--- src/rtl/wptr_full_afull.sv ---
// Write-side pointer, full / almost-full and occupancy generator for a gray-pointer async FIFO.
// Define WPTR_FULL_OVF_EN to build the sticky overflow flag (wovf); otherwise wovf is tied 0.
module wptr_full_afull #(
    parameter int unsigned ADDR_WIDTH = 3
) (
    input  logic                  wclk,
    input  logic                  rst_n,
    input  logic                  winc,
    input  logic [ADDR_WIDTH:0]   rptr_sync,
    input  logic [ADDR_WIDTH:0]   afull_thresh,
    input  logic                  ovf_clr,
    output logic                  full,
    output logic                  almost_full,
    output logic [ADDR_WIDTH:0]   wptr,
    output logic [ADDR_WIDTH-1:0] waddr,
    output logic [ADDR_WIDTH:0]   wlevel,
    output logic                  wovf
);

    localparam int unsigned AW = ADDR_WIDTH;

    logic [AW:0] wbin_q;
    logic [AW:0] wbin_d;
    logic [AW:0] wgray_d;
    logic [AW:0] rbin;
    logic [AW:0] level_d;
    logic        we;
    logic        full_d;
    logic        afull_d;

    // Each binary bit is the XOR of all gray bits at or above it.
    always_comb begin
        rbin = '0;
        for (int i = 0; i <= int'(AW); i++) begin
            rbin[i] = ^(rptr_sync >> i);
        end
    end

    always_comb begin
        we      = winc & ~full;
        wbin_d  = wbin_q + {{AW{1'b0}}, we};
        wgray_d = (wbin_d >> 1) ^ wbin_d;
        level_d = wbin_d - rbin;
        full_d  = (wgray_d == {~rptr_sync[AW:AW-1], rptr_sync[AW-2:0]});
        afull_d = (level_d >= afull_thresh);
    end

    always_ff @(posedge wclk or negedge rst_n) begin
        if (!rst_n) begin
            wbin_q      <= '0;
            wptr        <= '0;
            waddr       <= '0;
            wlevel      <= '0;
            full        <= 1'b0;
            almost_full <= 1'b0;
        end else begin
            wbin_q      <= wbin_d;
            wptr        <= wgray_d;
            waddr       <= wbin_d[AW-1:0];
            wlevel      <= level_d;
            full        <= full_d;
            almost_full <= afull_d;
        end
    end

`ifdef WPTR_FULL_OVF_EN
    // Set has priority over clear so a coincident overflow is never lost.
    always_ff @(posedge wclk or negedge rst_n) begin
        if (!rst_n) begin
            wovf <= 1'b0;
        end else begin
            wovf <= (winc & full) | (wovf & ~ovf_clr);
        end
    end
`else
    logic unused_ovf_clr;
    assign unused_ovf_clr = ovf_clr;
    assign wovf           = 1'b0;
`endif

endmodule

--- config.mk ---
export PLATFORM = sky130hd
export DESIGN_NAME = wptr_full_afull
export DESIGN_NICKNAME = d
export VERILOG_FILES = /design/src/rtl/wptr_full_afull.sv
export SDC_FILE = /design/constraint.sdc
export NUM_CORES = 1
export LEC_CHECK = 0
export CORE_UTILIZATION = 49
export CTS_BUF_LIST = sky130_fd_sc_hd__clkbuf_8
export DETAILED_ROUTE_END_ITERATION = 10
export PLACE_DENSITY_LB_ADDON = 0.25
export REMOVE_ABC_BUFFERS = 1
export SYNTH_ARGS = -nofsm -noshare
export SYNTH_HDL_FRONTEND = slang
export SYNTH_SLANG_ARGS = --single-unit
--- constraint.sdc ---
create_clock -name wclk -period 7.5 [get_ports wclk]
set_clock_uncertainty 0.1 [all_clocks]
set_input_delay 1.5 -clock wclk [delete_from_list [all_inputs] [get_ports wclk]]
set_output_delay 1.5 -clock wclk [all_outputs]
set_load 0.1 [all_outputs]
**Yosys cells after proc, flatten, opt, wreduce, memory -nomap -nowiden**

Index checks and enable logic that the tools add are counted.

- Bits in registers: 17
- Input bits: 12
- Output and inout bits: 14
- Logic and storage cells: 18

- Add/subtract/negate cells: 2
- Magnitude comparators: 1
- Equality and inequality tests: 1
- Bitwise logic cells: 4
- Reductions and logical operators: 4

Operators by type and width:

| operator | count |
|---|---|
| parity 4 bit | 4 |
| adder 4 x 1 -> 4 bit | 1 |
| == test 4 bit | 1 |
| >= comparator 4 bit | 1 |
| subtractor 4 bit | 1 |
| XOR 3 x 4 -> 4 bit | 1 |
| inverter 2 bit | 1 |
| bitwise AND 1 bit | 1 |
| inverter 1 bit | 1 |

**Depth between registers and ports, before layout**

- Depth after elaboration: 5
- Gate-level depth with buffers: 10
- Mapped depth without buffers: 10

**Least setup slack after synthesis**

No wires, ideal clock.

- Kind: input to register
- Start point: input port winc
- End point: register almost_full
- Library setup time: 0.118 ns
- Arrival time: 3.599 ns
- Path slack: 3.683 ns
- Stages on the path: 10
- Path through: nor2b_1 > ha_1 > ha_1 > inv_1 > fa_1 > inv_1 > ha_1 > a21o_1 > a21o_1 > a21o_1

- Longest elaborated chain between the ends: 4

RTL lines:

| element | line | RTL |
|---|---|---|
| from (decl) | 8 | `input logic winc,` |
| bitwise AND 1 bit | 40 | `we = winc & ~full;` |
| adder 4 x 1 -> 4 bit | 41 | `wbin_d = wbin_q + {{AW{1'b0}}, we};` |
| via wbin_d[1] | 23 | `logic [AW:0] wbin_d;` |
| subtractor 4 bit | 43 | `level_d = wbin_d - rbin;` |
| via level_d[1] | 26 | `logic [AW:0] level_d;` |
| >= comparator 4 bit | 45 | `afull_d = (level_d >= afull_thresh);` |
| via afull_d | 29 | `logic afull_d;` |
| to (signal assigned) | 62 | `almost_full <= afull_d;` |
| to (decl) | 13 | `output logic almost_full,` |

The timed path passes the listed nets, and every way through them passes these cells.

**Worst setup path in the final report**

- Start point: input port rptr_sync[3]
- End point: register almost_full

- Longest elaborated chain between the ends: 3

RTL lines:

| element | line | RTL |
|---|---|---|
| from (decl) | 9 | `input logic [ADDR_WIDTH:0] rptr_sync,` |
| parity 4 bit | 35 | `rbin[i] = ^(rptr_sync >> i);` |
| subtractor 4 bit * | 43 |  |
| via level_d[1] | 26 |  |
| >= comparator 4 bit * | 45 |  |
| via afull_d | 29 |  |

Mark *: on every way through the listed nets, which the timed path passes. The rest lies on a longest branch.

==> results.tsv <==
stage	metric	value	unit
timing	post-route-period-util	55.3	%
synthesis	yosysUniqueCellTypes	16	
clocking	holdBufCountCts	0	
timing	tightest_slew	0.963	ns
critical_path	crit_end	almost_full	
timing	rsz0062_at_grt	no	
route	drtAntennaViolNets	0	
route	post_drt_wl_per_cell	11.3	um
global_routing	grt_usage	17.8	%
layout	fillCellCount	95	
clocking	cts.sinks	13	
route	via_count	495	
floorplan	coreArea	1330	um2
critical_path	crit_path_end_kind	flip-flop	
layout	drive_above_1_share	5.62	%
timing	hold_viol_final	0	
clocking	root_buffer	clkbuf_8	
critical_path	critPathMaxFanout	4	
floorplan	die_y	40.6	um
placed_design	gp_congestion	0.703	
global_routing	grt_pass1_wl	1.80	mm
floorplan	die_area	1640	um2
synthesis	ys_ff_latch	13	
floorplan	die_w	40.6	um
critical_path	reg2reg_from	waddr[0]	
critical_path	critical_path_class	input port to flip-flop	
critical_path	startpoint_type	input port	
clocking	post_cts_buffers	0	
layout	antenna_cells	0	
floorplan	row_count	13	
floorplan	ios	26	
critical_path	cp.arrival	4.18	ns
floorplan	start_util	54.6	%
critical_path	regToRegEndpoint	almost_full	
route	dr.pass1.iters	4	
global_routing	antenna_found_initial	0	
clocking	cts_buffers	3	
critical_path	crit_start	rptr_sync[3]	
route	drc	0	
clocking	cts_resized	0	
global_routing	overflow	0	
synthesis	synth_area	728	um2
synthesis	ys_warn_count	0	
placed_design	port_buffers	23	
min_path	holdCritPathClass	flip-flop to flip-flop	
clocking	clk_pin_slew	0.06	ns
clocking	clock_path_buffers	2	
critical_path	rrSetupSlack	4.80	ns
timing	max_freq	241	MHz
global_routing	first_global_vias	441	
synthesis	postSynthCellCount	63	
route	drtIter0Drc	8	
timing	hold_slack	0.500	ns
timing	slew_viol_final	0	
layout	utilization	76.1	%
route	drt-total-wl	1.17	mm
layout	final_nets	112	
timing	finalSetupTns	0	ns
placed_design	dp.cells	100	
timing	relSlewSlack	35.6	%
layout	syn2layout_area_growth	39.3	%
route	vias_per_cell	4.76	
outcome	status	finished, final reports clean	
run	maxCapViolations	0	
clocking	cts_tree	done	
critical_path	r2r_cells	9	
clocking	clk_latency	0.24	ns
global_routing	grt_max_degree	14	
placed_design	hpwl	923	um
synthesis	synth_area_per_cell	11.6	um2
timing	finalSetupViolCount	0	
clocking	ctsHtreeMaxLevel	1	
layout	post_layout_nonfiller_instances	104	
timing	finalCriticalPeriod	4.14	ns
synthesis	yosysSeqAreaShare	44.7	%
critical_path	crit_required	7.53	ns
==> per-layer routing <==
layer | track usage [%] | part of all wire, % | routed length (um) | vias up
li1 | - | - | - | 250
met1 | 21.2 | 46 | 539 | 228
met2 | 26.2 | 47 | 545 | 15
met3 | 3.33 | 5.1 | 60 | 2
met4 | 17.5 | 2.1 | 25 | 0
met5 | 0 | 0 | 0 | -
==> flip-flops by register name, summed over array words and instances, names as in the netlist <==
name         cells
waddr            2
wlevel           4
almost_full      1
wbin_q           2
wptr             3
full             1
==> Yosys cell counts (all sizes together) <==
cell	instances	area share, %
conb	1	0.51
or3	2	1.7
xor2	5	6.0
ha	9	15
inv	11	5.7
buf	1	1.0
xnor2	9	12
a22oi	1	1.7
dfrtp	13	45
nor2b	1	0.86
nand2b	1	0.86
fa	1	2.7
a21o	4	4.1
nand3	3	2.1
a21oi	1	0.69
==> cell usage in the layout, fill, tap and decap left out <==
master            n
a21o_1            4
a21oi_1           1
a22oi_2           1
clkbuf_8          3
clkdlybuf4s50_1  23
conb_1            1
dfrtp_1          13
fa_1              1
ha_1              9
inv_1            12
nand2b_1          1
nand3_1           3
nor2b_1           1
or3_1             2
xnor2_1           8
xnor2_2           1
xor2_1            5
==> logic make-up (layout without fill, tap and decap cells) <==
kind of cell | count (synthesis) | count (layout) | synth area share [%]
buf+inv | 12 | 38 | 6.70
flops | 13 | 13 | 44.7
other cells | 1 | 1 | 0.515
simple gates | 7 | 7 | 5.50
compound gates | 6 | 6 | 6.53
fa+ha+maj | 10 | 10 | 18.2
xor+xnor | 14 | 14 | 17.9
==> worst min path at each step <==
stage | start | end | slack, ns | cells past startpoint
4_1_cts | wbin_q[3] | wbin_q[3] | 0.50 | 2
5_1_grt | wbin_q[3] | wbin_q[3] | 0.54 | 2
6_report | wbin_q[3] | wbin_q[3] | 0.50 | 2
2_1_floorplan | wbin_q[3] | wbin_q[3] | 1.06 | 2
3_5_place_dp | wbin_q[3] | wbin_q[3] | 0.49 | 2
3_3_place_gp | wbin_q[3] | wbin_q[3] | 0.48 | 2
==> critical path, cell delays in order <==
cell and delay [ns]:
clkdlybuf4s50_1 0.48, xnor2_1 0.25, xor2_1 0.30, xnor2_1 0.10, ha_1 0.22, fa_1 0.51, inv_1 0.06, ha_1 0.26
a21o_1 0.16, a21o_1 0.17, a21o_1 0.16
==> stage by stage <==
stage               setup slack [ns]  cell area [um2]
floorplan                       3.68              721
global placement                3.14              970
detailed placement              3.10              970
CTS                             3.35             1010
global route                    3.25             1010
finish                          3.36             1010
==> area by class of cell <==
cell class | count | area [um2] | share of cell area (%)
multi-input combinational | 38 | 354 | 34.9
sequential | 13 | 325 | 32.1
timing repair buffer | 23 | 230 | 22.7
clock buffer | 3 | 41.3 | 4.07
inverter | 11 | 41.3 | 4.07
tap | 15 | 18.8 | 1.85
clock inverter | 1 | 3.75 | 0.370
Power is not shown: default switching activity piles up to over one toggle a cycle in this logic, so the estimate is an artifact.
